<file path="src/rtl/prince_inv_affine_pipe.sv">
// Registered inverse A1 affine layer for the 3-share PRINCE S-box, one nibble map per share.
// Output register R0 plus skid register R1 give lossless back-pressure; both hold transformed data.
module prince_inv_affine_pipe #(
    parameter int          NIB     = 16,
    // Inverse of the forward nibble map a1(x) = rotl1(x) ^ 4'hC
    parameter logic [63:0] INV_LUT = 64'h9180_B3A2_D5C4_F7E6
) (
    input  logic             clk,
    input  logic             rst_n,
    input  logic             in_valid,
    output logic             in_ready,
    input  logic [4*NIB-1:0] x1,
    input  logic [4*NIB-1:0] x2,
    input  logic [4*NIB-1:0] x3,
    output logic             out_valid,
    input  logic             out_ready,
    output logic [4*NIB-1:0] y1,
    output logic [4*NIB-1:0] y2,
    output logic [4*NIB-1:0] y3,
    input  logic             flush,
    output logic [1:0]       occupancy
);
    localparam int W = 4 * NIB;

    function automatic logic [W-1:0] inv_a1(input logic [W-1:0] x);
        logic [W-1:0] y;
        y = '0;
        for (int i = 0; i < NIB; i++) begin
            y[4*i +: 4] = INV_LUT[4*int'(x[4*i +: 4]) +: 4];
        end
        return y;
    endfunction

    logic         r0_valid, r1_valid;
    logic [W-1:0] r0_y1, r0_y2, r0_y3;
    logic [W-1:0] r1_y1, r1_y2, r1_y3;
    logic [W-1:0] t1, t2, t3;
    logic         accept, pop;

    // Each share is mapped on its own; shares never meet.
    assign t1 = inv_a1(x1);
    assign t2 = inv_a1(x2);
    assign t3 = inv_a1(x3);

    assign in_ready  = !r1_valid;
    assign accept    = in_valid && in_ready;
    assign pop       = r0_valid && out_ready;
    assign out_valid = r0_valid;
    assign y1        = r0_y1;
    assign y2        = r0_y2;
    assign y3        = r0_y3;
    assign occupancy = {1'b0, r0_valid} + {1'b0, r1_valid};

    always_ff @(posedge clk or negedge rst_n) begin
        if (!rst_n) begin
            r0_valid <= 1'b0;
            r1_valid <= 1'b0;
            r0_y1    <= '0;
            r0_y2    <= '0;
            r0_y3    <= '0;
            r1_y1    <= '0;
            r1_y2    <= '0;
            r1_y3    <= '0;
        end else if (flush) begin
            r0_valid <= 1'b0;
            r1_valid <= 1'b0;
        end else if (!r0_valid) begin
            if (accept) begin
                r0_y1    <= t1;
                r0_y2    <= t2;
                r0_y3    <= t3;
                r0_valid <= 1'b1;
            end
        end else if (pop) begin
            // Skid entry is older than any new beat, so it moves forward first.
            if (r1_valid) begin
                r0_y1 <= r1_y1;
                r0_y2 <= r1_y2;
                r0_y3 <= r1_y3;
                if (accept) begin
                    r1_y1 <= t1;
                    r1_y2 <= t2;
                    r1_y3 <= t3;
                end else begin
                    r1_valid <= 1'b0;
                end
            end else if (accept) begin
                r0_y1 <= t1;
                r0_y2 <= t2;
                r0_y3 <= t3;
            end else begin
                r0_valid <= 1'b0;
            end
        end else if (accept) begin
            r1_y1    <= t1;
            r1_y2    <= t2;
            r1_y3    <= t3;
            r1_valid <= 1'b1;
        end
    end
endmodule

</file>
<file path="config.mk">
export PLATFORM = sky130hd
export DESIGN_NAME = prince_inv_affine_pipe
export DESIGN_NICKNAME = d
export VERILOG_FILES = /design/src/rtl/prince_inv_affine_pipe.sv
export SDC_FILE = /design/constraint.sdc
export NUM_CORES = 1
export LEC_CHECK = 0
export ABC_AREA = 1
export ABC_CLOCK_PERIOD_IN_PS = 1700
export BUFFER_PORTS_ARGS = -buffer_cell sky130_fd_sc_hd__buf_2
export CAP_MARGIN = 20
export CORE_MARGIN = 10
export CORE_UTILIZATION = 58
export CTS_BUF_LIST = sky130_fd_sc_hd__clkbuf_8
export DETAILED_ROUTE_END_ITERATION = 12
export GPL_ROUTABILITY_DRIVEN = 0
export PLACE_DENSITY_LB_ADDON = 0.08
export SLEW_MARGIN = 20
export SYNTH_ARGS = -nofsm -noshare
export SYNTH_HDL_FRONTEND = slang
export SYNTH_SLANG_ARGS = --single-unit
</file>
<file path="constraint.sdc">
create_clock -name clk -period 1.7 [get_ports clk]
set_input_delay 0.085 -clock clk [delete_from_list [all_inputs] [get_ports clk]]
set_output_delay 0.085 -clock clk [all_outputs]
set_load 0.02 [all_outputs]
</file>
# Word-level counts from Yosys, hierarchy flattened
# Cells that the tools add are included.
# op_classes
n_addsub	1
eq_ne	2
n_shift	48
n_mux	31
bitwise	1
n_reduce_logical	8
# op_table
operator	n
64-bit by 7-bit indexed part select with 4-bit output (first input constant)	48
64-bit two-way mux	21
1-bit two-way mux	10
2-bit AND reduction	2
3-bit AND reduction	1
3-bit nonzero test	1
1-bit by 1-bit adder with 2-bit output	1
1-bit logical AND	2
2-bit by 1-bit != test with 1-bit output (second input constant)	1
2-bit != test (second input constant)	1
2-bit nonzero test	1
1-bit zero test	1
1-bit inverter	1
# totals
ff_bits	386
in_bits	197

# Logic depth before layout (Yosys ltp)
# Gate-level depths: netlist (run 1).
# depth
word_depth	7
ltp_mapped	8

# Least setup slack after synthesis (run 1)
# OpenSTA, ideal clock, no wires.
# synth_timing
path_type	flip-flop to flip-flop
start	register r0_valid, in the netlist out_valid
end	register r1_y1[10]
setup_time_ns	0.133
t_arrival_ns	1.277
slack_ns	0.290
path_stages_with_launch	8
synth_period_minus_slack_ns	1.410
path_cell_list	dfrtp_1 > inv_1 > nor2_1 > nand3_4 > buf_6 > buf_6 > nand2_1 > o21ai_0
# synth_via
elab_chain_cells	3
word_cells_on_any_way	4
# synth_lines
item	line_no	text
start, declared	34	logic r0_valid, r1_valid;
start signal, assigned	56	r0_valid <= 1'b0;
start signal, assigned	65	r0_valid <= 1'b0;
start signal, assigned	72	r0_valid <= 1'b1;
1-bit logical AND	47	assign pop = r0_valid && out_ready;
2-bit != test (no source line)	--	
3-bit AND reduction (no source line)	--	
end signal, assigned	81	r1_y1 <= t1;
end signal, assigned	95	r1_y1 <= t1;
end, declared	36	logic [W-1:0] r1_y1, r1_y2, r1_y3;
# Parallel ways exist; a longest one is shown, timed or not.
# A chain may end at the register's enable or synchronous reset.

# Worst setup path in the final report (run 1)
# layout_timing
start	register r1_valid
end	output port in_ready
# layout_via
elab_chain_cells	1
# layout_lines
item	line_no	text
start, declared	34	
start signal, assigned	57	r1_valid <= 1'b0;
start signal, assigned	66	r1_valid <= 1'b0;
start signal, assigned	85	r1_valid <= 1'b0;
1-bit zero test	45	assign in_ready = !r1_valid;
end, declared	11	output logic in_ready,
# No other way between the ends.

==> metrics.yaml, run 1 <==
cp_max_fo: 35
yosysSeqAreaShare_pct: 48.0
synthCells: 2682
status: "completed"
synth.area.top_cells: "dfrtp_1 (48%), nand2_1 (18%), nand3_1 (9.3%)"
ctsHtreeMaxLevel: 3
drc: 0
drt_iter0_markers: 1744
die-area_sq_mm: 0.0425
cts.clk_slew.worst_paths_ns: 0.06
synth.most_common_cell: "nand2_1"
final_max_slew_viol_count: 0
yosys_warnings: 0
avgSynthCellArea_sq_um: 7.50
path_class: "reg2out"
worst-endpoint-required_ns: 1.62
clock_sinks: 386
rsz0062_at_grt: "yes"
die_x_microns: 206
gr-total-overflow: 0
grt_pass1_wl_mm: 104
seq_area_sq_mm: 0.00966
drive_gt1_share_pct: 22.1
finalCriticalPeriod_ns: 1.67
setup_viol: 0
synth-edff-count: 0
ys_ff_latch: 386
worst_slew_pin_slew_ns: 1.04
synth_top_area_share_pct: 48.0
synthTopCellsByCount: "nand2_1 (953), dfrtp_1 (386), nor2_1 (385)"
setup_tns_ns: 0
slowest_delay_ns: 0.43
finalPower_uw: 27600
placed_area_sq_mm: 0.0225
track_usage_pct: 30.0
vias_per_cell: 5.44
dp_hpwl_mm: 39.2
grt_antenna_before_repair: 3
critical_path.top_delay_family: "buffers and inverters"
dp.cells: 3406
netlist_area_sq_mm: 0.0201
cp_cell_sequence: "inv_6 -> buf_16 -> buf_4"
die_y_microns: 206
initial_core_util_pct: 58.5
grt_pass1_vias: 19800
finalNetCount: 3421
cp.arrival_ns: 1.58
fin_crit_sh_pct: 97.9
slowest_stage: "dfrtp_1"
portBuffers: 392
cts-root-buf: "clkbuf_8"
irDropWorstVdd_uv: 785
relSlewSlack_pct: 30.9
fin_area_sq_mm: 0.0260
num_vias: 20300
area_growth_pct: 29.2
synthArstFlopShare_pct: 100
leakagePower_uw: 0.0150
max_freq_mhz: 601
grt_max_degree: 183
core_sq_mm: 0.0344
drtAntennaViolNets: 0
synth_flop_cell: "dfrtp_1"
multiInputGateArea_sq_mm: 0.00866
postRouteWirelength_mm: 65.8
cts_tree: "done"
end_kind: "primary output"
wl_per_cell_microns: 17.7
yosys.cell_types.count: 20
maxCapViolations: 0
clock_skew_ns: 0.0218
hold_violations: 0
dr.pass1.iters: 5
yosys.area.top_type: "dfrtp_1"
clockBufferDepth: 3
cts_made_buffers: 67
stdcell_count: 3729
syn-num-nets: 2880
worstSkewPairLatency_ns: 0.61
row_count: 68
powerDensity_mw_per_mm2: 1060
start_kind: "register"
hp-class: "in2async"
pin_count: 393
path_buf_inv: 3
n_fill_cell: 2458
routing by layer:
layer	vias up	track usage, %	routed length (microns)
met3	188	7.46	5890
met5	-	0	0
met4	0	14.2	2620
met2	954	46.7	30900
li1	9460	-	-
met1	9689	38.7	26400
per-stage QoR:
stage                     hold slack, ns  worst slack, ns  util, %
after floorplan                   -0.211            0.290        -
after global placement           -0.0804           0.0772     65.6
after detailed placement         -0.0804           0.0226     65.6
after CTS                         0.0568          0.00333     75.3
after global routing               0.100        -0.000647     75.6
final                             0.0877           0.0350     75.6
worst min-delay path, cell delays in order:
cell and delay [ns]:
dlygate4sd3_1 0.57, buf_8 0.15, buf_12 0.25
power by group:
group	total (uW)	internal [uW]	switching, uW
Clock	8350	4470	3880
Sequential	12400	11100	1360
Combinational	6800	2690	4110
Total	27600	18200	9350
repair_timing:
item	in CTS	in global routing
hold buffers	196	0
gates cloned	1	5
gates resized for setup	6	3
pin swaps	0	1
setup endpoints to repair	2	191
buffers inserted	1	0
hold endpoints to repair	772	0
kinds of logic after synthesis:
| logic type | synth area share (%) |
|---|---|
| buffers and inverters | 9.32 |
| AOI/OAI and AO/OA | 7.82 |
| and+or+nand+nor | 34.8 |
| DFF | 48.0 |
| adders and majority gates | 0.0622 |
cell type report:
cell class	instances	share of cell area [%]
antenna	5	0.0481
clock buffer	85	4.50
clock inverter	30	0.496
inverter	187	2.72
multi-input combinational	1923	33.3
sequential	386	37.1
tap	455	2.19
timing repair buffer	658	19.6
final timing paths:
kind / from / cells after the start / slack [ns] / endpoint
worst min register to register: r1_y2[62] / 2 / 0.48 / r1_y2[62]
worst max register to register: r1_valid / 8 / 0.07 / r1_y2[39]
min in group clk: in_valid / 4 / 0.14 / out_valid
worst min-delay path: rst_n / 3 / 0.09 / y1[39]
max in group asynchronous: rst_n / 3 / 0.54 / r1_y1[49]
worst max-delay path: r1_valid / 3 / 0.03 / in_ready
cell usage in the layout (no fill, tap or decap), types with 2 or more instances in the layout:
master / netlist / layout
buf_6: 39 / 3
dfrtp_1: 386 / 386
diode_2: 0 / 5
clkbuf_16: 0 / 3
nand2_1: 953 / 952
buf_4: 17 / 25
o21ai_2: 159 / 159
buf_16: 0 / 4
buf_2: 88 / 388
nand2_4: 0 / 3
o21ai_0: 14 / 14
inv_1: 185 / 208
o21ai_1: 20 / 20
nand2_8: 0 / 2
buf_12: 0 / 37
clkinvlp_4: 0 / 3
clkinv_2: 0 / 4
dlygate4sd3_1: 0 / 196
clkbuf_8: 0 / 85
nor2_1: 385 / 385
nand3b_1: 10 / 10
nand3_1: 374 / 374
state kept, by name, summed over array words and instances (netlist names):
name	count
out_valid	1
r1_y1	64
r1_valid	1
y2	64
r1_y2	64
y1	64
y3	64
r1_y3	64
Power figures use the tool's default switching activity.
==> run 2: changes to the inputs <==
--- a/config.mk
+++ b/config.mk
@@ -9,8 +9,11 @@
 export ABC_CLOCK_PERIOD_IN_PS = 1700
 export BUFFER_PORTS_ARGS = -buffer_cell sky130_fd_sc_hd__buf_2
 export CAP_MARGIN = 20
+export CELL_PAD_IN_SITES_DETAIL_PLACEMENT = 0
+export CELL_PAD_IN_SITES_GLOBAL_PLACEMENT = 2
+export CORE_ASPECT_RATIO = 2
 export CORE_MARGIN = 10
-export CORE_UTILIZATION = 58
+export CORE_UTILIZATION = 32
 export CTS_BUF_LIST = sky130_fd_sc_hd__clkbuf_8
 export DETAILED_ROUTE_END_ITERATION = 12
 export GPL_ROUTABILITY_DRIVEN = 0
==> run 2 against run 1 <==
Against the previous run:
- the run now ends with negative setup slack left
- final cell count increased by 9.6%
- total power increased by 0.20%
- critical path depth increased by 4
- final area increased by 2.2%
- sequential power about the same
- clock power increased by 1%
- first-iteration DRC count decreased by 36%
- critical endpoint is now r1_y3[40]
==> metrics.yaml, run 2 (synthesis gave the netlist of run 1 again) <==
status: "complete, but fails checks"
violations: "negative setup slack"
powerDensity_mw_per_mm2: 1040  # -1.9%
pre_cts_ws_ns: 0.0650  # +0.0424 ns
ctsHtreeMaxLevel: 3  # unchanged
finalCriticalPeriod_ns: 1.70  # +0.0350 ns
vias_per_cell: 4.73  # -13%
critPathLaunch: "r1_valid"
initial_core_util_pct: 32.1  # -26 points
track_usage_pct: 19.3  # -11 points
start_kind: "register"
setup_ws_ns: -0.0000473  # -0.0350 ns
fin_crit_sh_pct: 100  # +2.1 points
grt_pass1_wl_mm: 115  # +11%
leakagePower_uw: 0.0150  # +0.48%
holdWs_ns: 0.107  # +0.0189 ns
core_sq_mm: 0.0626  # +82%
final_max_slew_viol_count: 0  # unchanged
irDropWorstVdd_uv: 645  # -18%
worst-endpoint-required_ns: 2.19  # +0.57 ns
drtAntennaViolNets: 0  # unchanged
slowest_delay_ns: 0.44  # about the same
cp_cell_sequence: "inv_6 -> nand2_8 -> inv_2 -> nand3_4 -> buf_12 -> nand2_1 -> o21ai_2"
num_vias: 19300  # -4.8%
cts_made_buffers: 66  # -1.5%
finalNetCount: 3435  # +0.41%
slowest_stage: "dfrtp_2"
maxCapViolations: 0  # unchanged
final_common_cell: "nand2_1"
end_kind: "register"
rr_worst_depth: 7  # -1
cp.arrival_ns: 2.19  # +0.61 ns
hp-class: "in2async"
setup_viol: 1  # +1
grt_antenna_before_repair: 7  # +4
postLayoutCoreUtil_pct: 42.4  # -33 points
clock_sinks: 386  # unchanged
grt_max_degree: 135  # -26%
cts-root-buf: "clkbuf_8"
grt_pass1_vias: 19800  # -0.19%
pin_count: 393  # unchanged
hold_violations: 0  # unchanged
cts.clk_slew.worst_paths_ns: 0.06  # about the same
gr-total-overflow: 0  # unchanged
path_buf_inv: 3  # unchanged
die_x_microns: 197  # -4.3%
wl_per_cell_microns: 17.6  # -0.50%
clockBufferDepth: 3  # unchanged
drt_iter0_markers: 1122  # -36%
drive_gt1_share_pct: 22.6  # +0.46 points
rr_startpoint: "r1_valid"
die-area_sq_mm: 0.0739  # +74%
layout_common_cells: "nand2_1 (952), buf_2 (388), nor2_1 (384), dfrtp_1 (384), nand3_1 (374)"
worstSkewPairLatency_ns: 0.63  # +0.02 ns
portBuffers: 392  # unchanged
relSlewSlack_pct: 47.5  # +17 points
area_growth_pct: 32.1
max_freq_mhz: 588  # -2.1%
setup_tns_ns: -0.0000473  # -0.0000473 ns
path_class: "reg2reg"
drc: 0  # unchanged
dr.pass1.iters: 5  # unchanged
worst_slew_pin_slew_ns: 0.787  # -0.249 ns
placed_area_sq_mm: 0.0231  # +2.7%
critical_path.top_delay_family: "flip-flops"
path_depth: 7  # +4
die_y_microns: 375  # +82%
fin_area_sq_mm: 0.0266  # +2.2%
cts_tree: "done"
rsz0062_at_grt: "yes"
dp_hpwl_mm: 46.1  # +18%
row_count: 130  # +91%
clock_skew_ns: 0.0101  # -0.0117 ns
postRouteWirelength_mm: 71.8  # +9.0%
cp_max_fo: 112  # +220%
==> run 2: path summary, 6_finish.rpt <==
kind | to | slack (ns)
max | r1_y3[40] | -0.00005
min | r1_y3[51] | 0.11
max reg2reg | r1_y3[40] | -0.00005
min reg2reg | r1_y2[22] | 0.48
max in group asynchronous | y2[62] | 1.11
min in group clk | y3[5] | 0.12
==> run 2: through the flow <==
step / cells / power, uW
floorplan: 2682 / 16300
global placement: 3759 / 18900
detailed placement: 3759 / 19000
CTS: 4073 / 28200
global route: 4084 / 29500
finish: 4086 / 27600
==> run 2: cell type report <==
cell class	instances	area, sq um
clock buffer	83	1140
tap	792	991
multi-input combinational	1921	8640
sequential	386	9660
fill	6427	36100
inverter	187	707
timing repair buffer	675	5270
antenna	8	20.0
clock inverter	34	148
==> run 2: tightest hold or removal path, stage by stage <==
cell and delay (ns):
dlygate4sd3_1 0.57, buf_8 0.21, buf_12 0.21
==> run 2: per-layer routing <==
metal | wire length, microns | GRT usage [%] | vias up | part of all wire [%]
li1 | - | - | 9467 | -
met5 | 0 | 0 | - | 0
met4 | 1790 | 6.25 | 0 | 2.5
met2 | 33200 | 30.7 | 586 | 46
met3 | 5180 | 5.02 | 82 | 7.2
met1 | 31600 | 25.2 | 9183 | 44
==> run 2: power by group <==
part / switching [uW] / internal [uW] / total [uW]
Sequential: 1310 / 11100 / 12400
Clock: 4070 / 4390 / 8460
Combinational: 4090 / 2710 / 6800
==> run 2: repair_timing <==
action,in CTS,in global routing
cloned,0,2
gates resized for setup,8,7
hold buffers,196,0
setup buffers,1,3
hold endpoints to repair,772,0
pin swaps,1,1
setup endpoints to repair,3,143
==> run 3: changes to the inputs <==
--- a/config.mk
+++ b/config.mk
@@ -18,6 +18,7 @@
 export DETAILED_ROUTE_END_ITERATION = 12
 export GPL_ROUTABILITY_DRIVEN = 0
 export PLACE_DENSITY_LB_ADDON = 0.08
+export RECOVER_POWER = 100
 export SLEW_MARGIN = 20
 export SYNTH_ARGS = -nofsm -noshare
 export SYNTH_HDL_FRONTEND = slang
==> run 3 against run 2 <==
Against the previous run:
- worst setup slack gained 0.0022 ns
- final cell count about the same
- critical path type unchanged
- critical endpoint unchanged
- largest cell class unchanged
- the flow now finishes without violations
- non-clock buffer count unchanged
- clock power about the same
- clock-buffer cell count did not move
- via count shrank 0.42%
- combinational power is 6.3% lower
==> metrics.yaml, run 3 (synthesis gave the netlist of run 1 again) <==
status: "completed"
dp_hpwl_mm: 46.1  # unchanged
worst-endpoint-required_ns: 2.19  # about the same
fin_crit_sh_pct: 99.9  # -0.13 points
clock_skew_ns: 0.00912  # -0.00100 ns
ctsHtreeMaxLevel: 3  # unchanged
slowest_stage: "dfrtp_2"
cts.clk_slew.worst_paths_ns: 0.06  # about the same
seq_area_sq_mm: 0.00966  # unchanged
postRouteWirelength_mm: 71.7  # about the same
grt_pass1_vias: 19800  # unchanged
vias_per_cell: 4.71  # -0.40%
path_buf_inv: 3  # unchanged
die_y_microns: 375  # unchanged
final_max_slew_viol_count: 0  # unchanged
holdWs_ns: 0.0941  # -0.0126 ns
n_fill_cell: 6606  # +2.8%
finalNetCount: 3435  # unchanged
end_kind: "register"
finalCriticalPeriod_ns: 1.70  # -0.00218 ns
rrSetupSlack_ns: 0.002  # about the same
postLayoutCoreUtil_pct: 41.2  # -1.2 points
drive_gt1_share_pct: 15.1  # -7.5 points
hold_violations: 0  # unchanged
area_growth_pct: 28.4
core_sq_mm: 0.0626  # unchanged
drtAntennaViolNets: 0  # unchanged
num_vias: 19200  # -0.42%
grt_pass1_wl_mm: 115  # unchanged
dr.pass1.iters: 7  # +2
clockBufferDepth: 3  # unchanged
cp.arrival_ns: 2.19  # about the same
clock_sinks: 386  # unchanged
grt_max_degree: 135  # unchanged
stdcell_count: 4085  # -0.024%
gr-total-overflow: 0  # unchanged
die-area_sq_mm: 0.0739  # unchanged
track_usage_pct: 19.3  # unchanged
path_class: "reg2reg"
hp-class: "in2reg"
setup_ws_ns: 0.00213  # +0.00218 ns
final_common_cell: "nand2_1"
cp_cell_sequence: "inv_6 -> nand2_8 -> inv_2 -> nand3_4 -> buf_12 -> nand2_1 -> o21ai_2"
row_count: 130  # unchanged
slowest_delay_ns: 0.44  # about the same
max_freq_mhz: 589  # +0.13%
powerDensity_mw_per_mm2: 1050  # +1.4%
drt_iter0_markers: 1240  # +11%
cts_made_buffers: 66  # unchanged
pre_cts_ws_ns: 0.0650  # unchanged
wl_per_cell_microns: 17.6  # about the same
multiInputGateArea_sq_mm: 0.00846  # -2.1%
maxCapViolations: 0  # unchanged
die_x_microns: 197  # unchanged
relSlewSlack_pct: 4.58  # -43 points
cts_tree: "done"
setup_tns_ns: 0  # +0.0000473 ns
worst_slew_pin_slew_ns: 1.43  # +0.644 ns
start_kind: "register"
critical_path.top_delay_family: "flip-flops"
layout_common_cells: "nand2_1 (952), nor2_1 (384), dfrtp_1 (384)"
cts-root-buf: "clkbuf_8"
worstSkewPairLatency_ns: 0.62  # about the same
irDropWorstVdd_uv: 636  # -1.4%
rsz0062_at_grt: "yes"
drc: 0  # unchanged
dp.cells: 3759  # unchanged
initial_core_util_pct: 32.1  # unchanged
cp_max_fo: 112  # unchanged
setup_viol: 0  # -1
portBuffers: 392  # unchanged
leakagePower_uw: 0.0142  # -5.8%
grt_antenna_before_repair: 7  # unchanged
pin_count: 393  # unchanged
run 3: area by class of cell:
cell class,count,share of cell area [%]
diodes,7,0.0678
inverters,187,2.74
repair buffers,675,18.2
clock inverters,34,0.572
well taps,792,3.84
clock buffers,83,4.42
flip-flops and latches,386,37.4
multi-input cells,1921,32.8
run 3: through the flow:
step | total power (uW) | cell area, sq um
2_1_floorplan | 16300 | 20100
3_3_place_gp | 18900 | 23100
3_5_place_dp | 19000 | 23100
4_1_cts | 28200 | 26400
5_1_grt | 29100 | 25800
6_report | 27200 | 25800
run 3: final timing paths:
check / startpoint / endpoint / depth (start not counted)
worst min-delay path: in_valid / y3[5] / 6
min in group asynchronous: rst_n / y2[1] / 3
worst min register to register: r1_y2[22] / r1_y2[22] / 2
worst max register to register: r1_valid / r1_y3[40] / 7
worst max-delay path: r1_valid / r1_y3[40] / 7
max in group asynchronous: rst_n / r1_y1[51] / 4
run 3: what timing repair did:
action,in CTS,in global routing
pin swaps,1,1
setup buffers,1,3
hold buffers,196,0
gates resized for setup,8,7
hold endpoints to repair,772,0
setup endpoints to repair,3,143
cloned,0,2
run 3: layer usage:
layer | vias to the layer above | part of all wire [%] | track usage, %
li1 | 9465 | - | -
met1 | 9150 | 44 | 25.2
met2 | 543 | 47 | 30.7
met3 | 78 | 7.0 | 5.02
met4 | 0 | 2.2 | 6.25
met5 | - | 0 | 0
run 3: worst reg2reg max path: cells and delay by family, from the launching register on:
family	cells	cell delay [ns]
AOI/OAI and AO/OA	1	0.07
DFF	1	0.44
and+or+nand+nor	3	0.63
buffers and inverters	3	0.43
run 3: power by group:
group	switching (uW)	internal, uW	leakage, uW	total (uW)
logic	4010	2360	0.00854	6370
registers	1330	11100	0.00487	12400
clock network	4070	4390	0.000758	8460
